--- src/rtl/wb_write_buffer32_pkg.sv ---
// Shared widths, FIFO entry layout and master FSM
// encodings for the posted-write buffer.
package wb_write_buffer32_pkg;

  localparam int ADR_W = 32;
  localparam int SEL_W = 4;
  localparam int DAT_W = 32;
  localparam int ENT_W = ADR_W + SEL_W + DAT_W;

  typedef struct packed {
    logic [ADR_W-1:0] adr;
    logic [SEL_W-1:0] sel;
    logic [DAT_W-1:0] dat;
  } wb_ent_t;

  typedef enum logic [1:0] {
    M_IDLE  = 2'd0,
    M_WRITE = 2'd1,
    M_READ  = 2'd2
  } mstate_e;

endpackage

--- src/rtl/wb_write_buffer32_fifo.sv ---
// Synchronous circular FIFO holding posted writes.
// Storage has no reset so it maps onto LUT RAM.
module wb_wbuf_fifo
  import wb_write_buffer32_pkg::*;
#(
  parameter int depth = 4
) (
  input  logic                     clk,
  input  logic                     reset,
  input  logic                     push_i,
  input  logic                     pop_i,
  input  wb_ent_t                  din_i,
  output wb_ent_t                  head_o,
  output logic                     full_o,
  output logic                     empty_o,
  output logic [$clog2(depth):0]   count_o
);

  localparam int AW = $clog2(depth);
  localparam logic [AW-1:0] P_ONE = 1;
  localparam logic [AW:0]   C_ONE = 1;
  localparam logic [AW:0]   C_FULL = (AW+1)'(depth);

  wb_ent_t       mem_q [depth];
  logic [AW-1:0] wptr_q, wptr_d;
  logic [AW-1:0] rptr_q, rptr_d;
  logic [AW:0]   cnt_q, cnt_d;
  logic          do_push, do_pop;

  assign full_o  = (cnt_q == C_FULL);
  assign empty_o = (cnt_q == '0);
  assign count_o = cnt_q;
  assign head_o  = mem_q[rptr_q];

  assign do_push = push_i & ~full_o;
  assign do_pop  = pop_i & ~empty_o;

  always_comb begin
    wptr_d = wptr_q;
    rptr_d = rptr_q;
    cnt_d  = cnt_q;
    if (do_push) wptr_d = wptr_q + P_ONE;
    if (do_pop)  rptr_d = rptr_q + P_ONE;
    unique case ({do_push, do_pop})
      2'b10:   cnt_d = cnt_q + C_ONE;
      2'b01:   cnt_d = cnt_q - C_ONE;
      default: cnt_d = cnt_q;
    endcase
  end

  always_ff @(posedge clk) begin
    if (do_push) mem_q[wptr_q] <= din_i;
  end

  always_ff @(posedge clk) begin
    if (reset) begin
      wptr_q <= '0;
      rptr_q <= '0;
      cnt_q  <= '0;
    end else begin
      wptr_q <= wptr_d;
      rptr_q <= rptr_d;
      cnt_q  <= cnt_d;
    end
  end

endmodule

--- src/rtl/wb_write_buffer32.sv ---
// Posted-write buffer: acks core writes at once, drains
// them in order, and holds reads until the queue is empty.
module wb_write_buffer32
  import wb_write_buffer32_pkg::*;
#(
  parameter int depth = 4
) (
  input  logic             clk,
  input  logic             reset,
  input  logic             s_stb_i,
  input  logic             s_cyc_i,
  input  logic             s_we_i,
  input  logic [ADR_W-1:0] s_adr_i,
  input  logic [SEL_W-1:0] s_sel_i,
  input  logic [DAT_W-1:0] s_dat_i,
  output logic             s_ack_o,
  output logic [DAT_W-1:0] s_dat_o,
  output logic             m_stb_o,
  output logic             m_cyc_o,
  output logic             m_we_o,
  output logic [ADR_W-1:0] m_adr_o,
  output logic [SEL_W-1:0] m_sel_o,
  output logic [DAT_W-1:0] m_dat_o,
  input  logic             m_ack_i,
  input  logic [DAT_W-1:0] m_dat_i
);

  localparam int AW = $clog2(depth);

  mstate_e          state_q, state_d;
  logic             s_ack_q, s_ack_d;
  logic [DAT_W-1:0] s_dat_q, s_dat_d;
  logic             m_stb_q, m_stb_d;
  logic             m_we_q, m_we_d;
  logic [ADR_W-1:0] m_adr_q, m_adr_d;
  logic [SEL_W-1:0] m_sel_q, m_sel_d;
  logic [DAT_W-1:0] m_dat_q, m_dat_d;

  logic    s_wr, s_rd, push, pop;
  logic    full, empty;
  logic [AW:0] count;
  wb_ent_t head, din;

  // The ack term keeps one request from being taken twice.
  assign s_wr = s_stb_i & s_cyc_i & s_we_i & ~s_ack_q;
  assign s_rd = s_stb_i & s_cyc_i & ~s_we_i & ~s_ack_q;
  assign push = s_wr & ~full;
  assign din  = '{adr: s_adr_i, sel: s_sel_i, dat: s_dat_i};

  wb_wbuf_fifo #(
    .depth(depth)
  ) u_fifo (
    .clk    (clk),
    .reset  (reset),
    .push_i (push),
    .pop_i  (pop),
    .din_i  (din),
    .head_o (head),
    .full_o (full),
    .empty_o(empty),
    .count_o(count)
  );

  always_comb begin
    state_d = state_q;
    s_ack_d = push;
    s_dat_d = s_dat_q;
    m_stb_d = m_stb_q;
    m_we_d  = m_we_q;
    m_adr_d = m_adr_q;
    m_sel_d = m_sel_q;
    m_dat_d = m_dat_q;
    pop     = 1'b0;
    unique case (state_q)
      M_IDLE: begin
        if (!empty) begin
          pop     = 1'b1;
          m_adr_d = head.adr;
          m_sel_d = head.sel;
          m_dat_d = head.dat;
          m_stb_d = 1'b1;
          m_we_d  = 1'b1;
          state_d = M_WRITE;
        end else if (s_rd && count == '0) begin
          m_adr_d = s_adr_i;
          m_sel_d = s_sel_i;
          m_stb_d = 1'b1;
          m_we_d  = 1'b0;
          state_d = M_READ;
        end else begin
          m_stb_d = 1'b0;
          m_we_d  = 1'b0;
        end
      end
      M_WRITE: begin
        if (m_ack_i) begin
          m_stb_d = 1'b0;
          m_we_d  = 1'b0;
          state_d = M_IDLE;
        end
      end
      M_READ: begin
        if (m_ack_i) begin
          m_stb_d = 1'b0;
          s_dat_d = m_dat_i;
          s_ack_d = 1'b1;
          state_d = M_IDLE;
        end
      end
      default: state_d = M_IDLE;
    endcase
  end

  always_ff @(posedge clk) begin
    if (reset) begin
      state_q <= M_IDLE;
      s_ack_q <= 1'b0;
      s_dat_q <= '0;
      m_stb_q <= 1'b0;
      m_we_q  <= 1'b0;
      m_adr_q <= '0;
      m_sel_q <= '0;
      m_dat_q <= '0;
    end else begin
      state_q <= state_d;
      s_ack_q <= s_ack_d;
      s_dat_q <= s_dat_d;
      m_stb_q <= m_stb_d;
      m_we_q  <= m_we_d;
      m_adr_q <= m_adr_d;
      m_sel_q <= m_sel_d;
      m_dat_q <= m_dat_d;
    end
  end

  assign s_ack_o = s_ack_q;
  assign s_dat_o = s_dat_q;
  assign m_stb_o = m_stb_q;
  assign m_cyc_o = m_stb_q;
  assign m_we_o  = m_we_q;
  assign m_adr_o = m_adr_q;
  assign m_sel_o = m_sel_q;
  assign m_dat_o = m_dat_q;

endmodule

--- config.mk ---
export PLATFORM = sky130hd
export DESIGN_NAME = wb_write_buffer32
export DESIGN_NICKNAME = d
export VERILOG_FILES = /design/src/rtl/wb_write_buffer32_pkg.sv /design/src/rtl/wb_write_buffer32_fifo.sv /design/src/rtl/wb_write_buffer32.sv
export SDC_FILE = /design/constraint.sdc
export NUM_CORES = 1
export LEC_CHECK = 0
export BUFFER_PORTS_ARGS = -buffer_cell sky130_fd_sc_hd__buf_2
export CAP_MARGIN = 30
export CORE_MARGIN = 2
export CORE_UTILIZATION = 55
export CTS_CLUSTER_SIZE = 28
export DETAILED_ROUTE_END_ITERATION = 10
export GPL_ROUTABILITY_DRIVEN = 0
export PLACE_DENSITY_LB_ADDON = 0.1
export SLEW_MARGIN = 20
export SYNTH_ARGS = -nofsm -noshare
export SYNTH_HDL_FRONTEND = slang
export SYNTH_SLANG_ARGS = --single-unit
--- constraint.sdc ---
create_clock -name clk -period 5.9 [get_ports clk]
set_input_delay 1.18 -clock clk [delete_from_list [all_inputs] [get_ports clk]]
set_output_delay 1.18 -clock clk [all_outputs]
set_load 0.005 [all_outputs]
# Yosys cells after proc, flatten, opt, wreduce, memory -nomap -nowiden
# Memories as Yosys holds them, arrays and structs flattened. A register that Yosys moved wholly into a read port is not among the register bits.
# Index checks and enable logic that the tools add are counted.
word_totals:
  register_bits: 112
  latch_bits: 0
  mem_bits_rw: 272
  mem_bits_ro: 0
  in_bits: 106
  wordCells: 72
  mem_count: 1
memory_table:
  columns: ["name", "depth", "word_bits", "rd", "rd_clocked_by_memory_dff", "wr", "line", "rtl"]
  rows:
  - ["u_fifo.mem_q", 4, 68, 1, 1, 1, "wb_write_buffer32_fifo.sv:24", "wb_ent_t mem_q [depth];"]
classes:
  add_sub_neg: 4
  multipliers: 0
  div_mod_pow: 0
  magnitude_cmp: 0
  eq_ne: 9
  shifts: 0
  n_mux: 22
  bitwise_logic: 12
  n_reduce_logical: 13
op_table:
  columns: ["cell", "n"]
  rows:
  - ["$mux W32", 2]
  - ["$reduce_and A2 Y1", 6]
  - ["$mux W2", 5]
  - ["$mux W1", 9]
  - ["$and A1 B1 Y1", 8]
  - ["$mux W4", 2]
  - ["$pmux W3 S2", 1]
  - ["$reduce_bool A2 Y1", 3]
  - ["$add A2 B1 Y2 const B", 2]
  - ["$eq A2 B1 Y1 const B", 2]
  - ["$eq A2 B2 Y1 const B", 2]
  - ["$ne A2 B1 Y1 const B", 2]
  - ["$not A1 Y1", 4]
  - ["$pmux W1 S2", 2]
  - ["$pmux W2 S2", 1]
  - ["$add A3 B1 Y3 const B", 1]
  - ["$eq A3 B3 Y1 const B", 1]
  - ["$logic_not A3 Y1", 1]
  - ["$ne A3 B3 Y1 const B", 1]
  - ["$sub A3 B1 Y3 const B", 1]
  - ["$logic_not A2 Y1", 1]
  - ["$ne A2 B2 Y1 const B", 1]
  - ["$reduce_or A2 Y1", 1]
  - ["$logic_and A1 B1 Y1", 1]

# Depth between registers and ports, before layout
logic_depth:
  word_depth: 7
  depth_mapped: 11
  ltp_nobuf: 10

# Hierarchy
# Synthesis repeated with hierarchy kept, for this count alone.
hier_totals:
  cells_unflattened: 922
  hier_area_um2: 14870.5
by_module_without_submodules:
  columns: ["mod", "instances", "cells_per_inst", "area_each_um2", "seq_area_each_um2"]
  rows:
  - ["wb_wbuf_fifo", 1, 410, 10306.1, 8348.0]
  - ["wb_write_buffer32", 1, 512, 4564.4, 2102.0]

# Least setup slack after synthesis
# Ideal clock, no wire load.
synth_timing:
  kind: "input port to flip-flop"
  start: "in s_stb_i"
  end: "mem u_fifo.mem_q[0][0] (netlist name) (enable)"
  setup_ps: 433
  t_arrival_ps: 3319
  required_ps: 5467
  setup_slack_ps: 2148
  path_stages: 3
  path_buffers: 0
  cell_sequence: "nand4b_1 a31oi_1 and2_1"
synth_via:
  elab_chain_cells: 7
synth_lines:
  columns: ["item", "line", "rtl"]
  rows:
  - ["start, declared", "wb_write_buffer32.sv:10", "input logic s_stb_i,"]
  - ["$and A1 B1 Y1 (3 in series)", "wb_write_buffer32.sv:45", "assign s_wr = s_stb_i & s_cyc_i & s_we_i & ~s_ack_q;"]
  - ["$and A1 B1 Y1", "wb_write_buffer32.sv:47", "assign push = s_wr & ~full;"]
  - ["$and A1 B1 Y1", "wb_write_buffer32_fifo.sv:35", "assign do_push = push_i & ~full_o;"]
  - ["$mux W1", "wb_write_buffer32_fifo.sv:52", "if (do_push) mem_q[wptr_q] <= din_i;"]
  - ["$mux W1 (implied by the code)", "wb_write_buffer32_fifo.sv:52", null]
  - ["end, declared", "wb_write_buffer32_fifo.sv:24", null]
# No other way between the ends.

# Worst setup path in the final report
layout_timing:
  start: "reg u_fifo.cnt_q[2] (netlist: u_fifo.count_o[2])"
  end: "reg u_fifo.cnt_q[2] (netlist: u_fifo.count_o[2])"
layout_via:
  elab_chain_cells: 6
layout_lines:
  columns: ["item", "line", "rtl"]
  rows:
  - ["start, declared", "wb_write_buffer32_fifo.sv:27", "logic [AW:0] cnt_q, cnt_d;"]
  - ["start signal, assigned", "wb_write_buffer32_fifo.sv:63", "cnt_q <= cnt_d;"]
  - ["$logic_not A3 Y1 / $eq A3 B3 Y1 (equally long branches)", "wb_write_buffer32_fifo.sv:31, wb_write_buffer32_fifo.sv:30", null]
  - ["$mux W1 / $not A1 Y1 (equally long branches)", null, null]
  - ["$mux W1 / $and A1 B1 Y1 (equally long branches)", "wb_write_buffer32.sv:74, wb_write_buffer32.sv:47", null]
  - ["$and A1 B1 Y1 (on tied branches)", "wb_write_buffer32_fifo.sv:36, wb_write_buffer32_fifo.sv:35", null]
  - ["$eq A2 B1 Y1 / $eq A2 B2 Y1 (equally long branches)", "wb_write_buffer32_fifo.sv:44", "unique case ({do_push, do_pop})"]
  - ["$pmux W3 S2 / $reduce_bool A2 Y1 (equally long branches)", null, null]
# Parallel ways exist; a longest one is shown, timed or not.
# A chain may end at the register's enable or synchronous reset.

==> metrics.md <==
| Metric | Value |
|---|---|
| Asr flop ratio synth | `0` |
| Site row count | `58` |
| Synth area leaders | `edfxtp_1 (57%), dfxtp_1 (16%), mux4_2 (11%), nand2_1 (5.3%), a21oi_1 (2.4%)` |
| Initial antenna violation count | `3` |
| Crit. End Element | `flop` |
| Post-CTS Resized | `0` |
| Final Hold Violating Endpoints | `0` |
| EDFF count, synth | `around 270` |
| Crit Path Class | `flop to flop` |
| Setup Fix Bufs, Post-CTS | `0` |
| Layout Nets | `approximately 1200` |
| Mapped cell area | `0.0143 sq mm` |
| Fin util | `0.668` |
| Synth area leader | `edfxtp_1` |
| H-Tree Depth | `2` |
| CP startpoint kind | `flop` |
| Root buf cell | `clkbuf_16` |
| Die area | `0.0273 sq mm` |
| Cts bufs inserted | `39` |
| FF+latch count, synth | `386` |
| Worst Tran Pin Value | `around 880 ps` |
| Core box area | `0.0253 sq mm` |
| DR pass1 iterations | `5` |
| Hold path startpoint | `m_dat_o[30]` |
| CP required | `about 6300 ps` |
| Synth top area share | `0.572` |
| Largest net degree at the start of global routing | `74` |
| Worst skew pair latency | `510 ps` |
| RR Startpoint | `u_fifo.count_o[2]` |
| Residual DRC count | `0` |
| Count of cell types in the netlist | `33` |
| Final setup vio count | `0` |
| Yosys warns | `0` |
| Mean Syn Cell Area | `15.6 sq um` |
| Fin crit share | `0.615` |
| Dpl hpwl | `approximately 17000 um` |
| Max cap viols | `0` |
| Slew headroom | `0.414` |
| IO Pins | `210` |
| Peak VDD IR | `282 uV` |
| First-pass GRT wire length | `~44000 um` |
| Routed len/inst | `19.3 um` |
| DRT iter0 DRCs | `around 630` |
| Clk sink count | `386` |
| Top FF cell, synth | `edfxtp_1` |
| Met2 Routed Length | `14200 um` |
| DR vias | `8109` |
| Number of global-route vias before repair | `just under 8000` |
| Crit path time final | `3630 ps` |
| Crit Path Max Fanout | `38` |
| Placed Cells incl. Taps | `1408` |
| Final wirelength | `~29000 um` |
| Final non-filler cell total | `approximately 1500` |
| Clock slew at reported path FFs | `60 ps` |
| Net count after synthesis | `1029` |
| Top layer in use | `met5` |
| Outcome | `completed` |
| Max stage delay on crit path | `760 ps` |
| Initial Util | `0.564` |
| Sequential share of the synthesized area | `0.732` |
| Area grow syn2layout | `18.5%` |
| Pwr dens | `435 mW/mm^2` |
| Metal-1 WL | `11800 um` |
| Slowest-stage cell, CP | `or3_2` |
| Peak Freq | `0.275 GHz` |
| Buffers on Ports | `209` |
| Unrepaired setup endpoints after global routing | `no` |
| Met3 Wirelength | `2050 um` |
| CTS tree | `built` |
| Total GRT Usage | `0.211` |
| Design Area, Final | `0.0169 sq mm` |
| Die height | `165 um` |
| Area post-placement | `around 0.016 sq mm` |
| Share of layout cells above drive strength 1 | `0.308` |
| CP Launch Point | `u_fifo.count_o[2]` |
| Die Wd | `165 um` |
| Grt ovf | `0` |
| Critical path arrival | `4070 ps` |
| Skew final | `14.6 ps` |
| Mapped Cells | `roughly 910` |
| Setup TNS | `0 ps` |
| Clk buf depth | `3` |
| CTS Hold Bufs | `0` |
| Slew Limit Fails | `0` |
| P_leak | `between 6 and 7 nW` |
| Cell Chain, Critical Path | `or3_2 > nand2_2 > buf_4 > inv_2 > ha_1 > inv_1 > fa_1 > xor2_1 > or3_1 > a21oi_1` |
| Via density | `5.48` |
| Number of routed nets with antenna violations | `0` |
| HP Class | `flop to flop` |
-- critical path: cells and delay by family (launching register included) --
kind                       cells  cell delay (ps)
buffers and inverters          3              940
xor gates and xnor gates       1              160
adders and majority gates      2              690
AOI/OAI and AO/OA              1              140
DFF                            1              450
and+or+nand+nor                3             1170
-- cell usage in the layout, fill, tap and decap left out, types with 4 or more instances in the layout --
cell type / n
buf_16: 5
a311oi_1: 35
and2_4: 4
mux4_2: 68
buf_2: 208
clkbuf_16: 44
edfxtp_1: 272
nor2_1: 47
inv_1: 10
clkbuf_1: 15
dfxtp_1: 112
ha_1: 8
a21oi_1: 68
buf_4: 6
nand2_1: 203
clkinv_1: 5
-- state kept, by name, indices dropped and copies added (netlist names), named ones only --
register        flops
m_sel_o             4
m_adr_o            32
u_fifo.rptr_q       2
state_q             2
m_we_o              1
m_dat_o            32
u_fifo.count_o      3
u_fifo.mem_q      272
m_cyc_o             1
s_dat_o            32
s_ack_o             1
u_fifo.wptr_q       2
-- final cells by class --
type                    count  area [sq um]
diodes                      2          5.00
clock buffers              62          1200
clock inverters             9          41.3
fillers                  1826          8410
inverters                  11          41.3
multi-input cells         459          3480
flip-flops and latches    386         10500
well taps                 330           413
repair buffers            222          1270
-- cell usage after synthesis, types with 2 or more instances --
cell	n
edfxtp_1	272
nand2_1	203
dfxtp_1	114
a21oi_1	68
mux4_2	68
nor2_1	47
a311oi_1	35
clkbuf_1	24
buf_2	18
inv_1	10
buf_4	9
ha_1	8
buf_6	6
and2_1	5
o21ai_0	3
xor2_1	3
a22oi_1	2
mux2i_1	2
or3_1	2
xnor2_1	2
-- kinds of logic (layout without fill, tap and decap cells) --
group,Yosys count,count (layout),synth area share
AOI/OAI and AO/OA,113,113,0.0506
xor gates and xnor gates,5,5,0.00307
adders and majority gates,9,9,0.00842
buffers and inverters,69,304,0.0252
DFF,386,386,0.732
muxes,70,70,0.109
other,0,2,0
and+or+nand+nor,262,262,0.0719
-- metrics by stage --
| step | hold slack, ps | setup slack, ps | total power, mW |
|---|---|---|---|
| finish | 450 | 2270 | 7.36 |
| global route | 465 | 2070 | 7.76 |
| CTS | 451 | 2220 | 7.45 |
| detailed placement | 443 | 2270 | 5.10 |
| global placement | 439 | 2370 | 5.04 |
| floorplan | 453 | 2150 | 4.57 |
-- per-layer routing --
metal  GRT usage  up-vias
met5           0        -
met4      0.0462        2
met3      0.0457       35
met2       0.362      252
met1       0.280     3989
li1            -     3831
-- where the power goes --
| part | leakage (nW) | internal, mW | total (mW) | switching (mW) |
|---|---|---|---|---|
| clock network | 0.601 | 1.39 | 2.35 | 0.955 |
| registers | 3.39 | 3.16 | 3.34 | 0.178 |
| logic | 2.04 | 0.695 | 1.68 | 0.982 |
| total | 6.03 | 5.25 | 7.36 | 2.11 |
-- worst paths after layout --
path                            slack, ps  cells after the start                 to
worst max-delay path                 2270                     10  u_fifo.count_o[2]
worst min-delay path                  450                      2        m_dat_o[30]
worst max register to register       2270                     10  u_fifo.count_o[2]
worst min register to register        450                      2        m_dat_o[30]
Power figures use the tool's default switching activity.
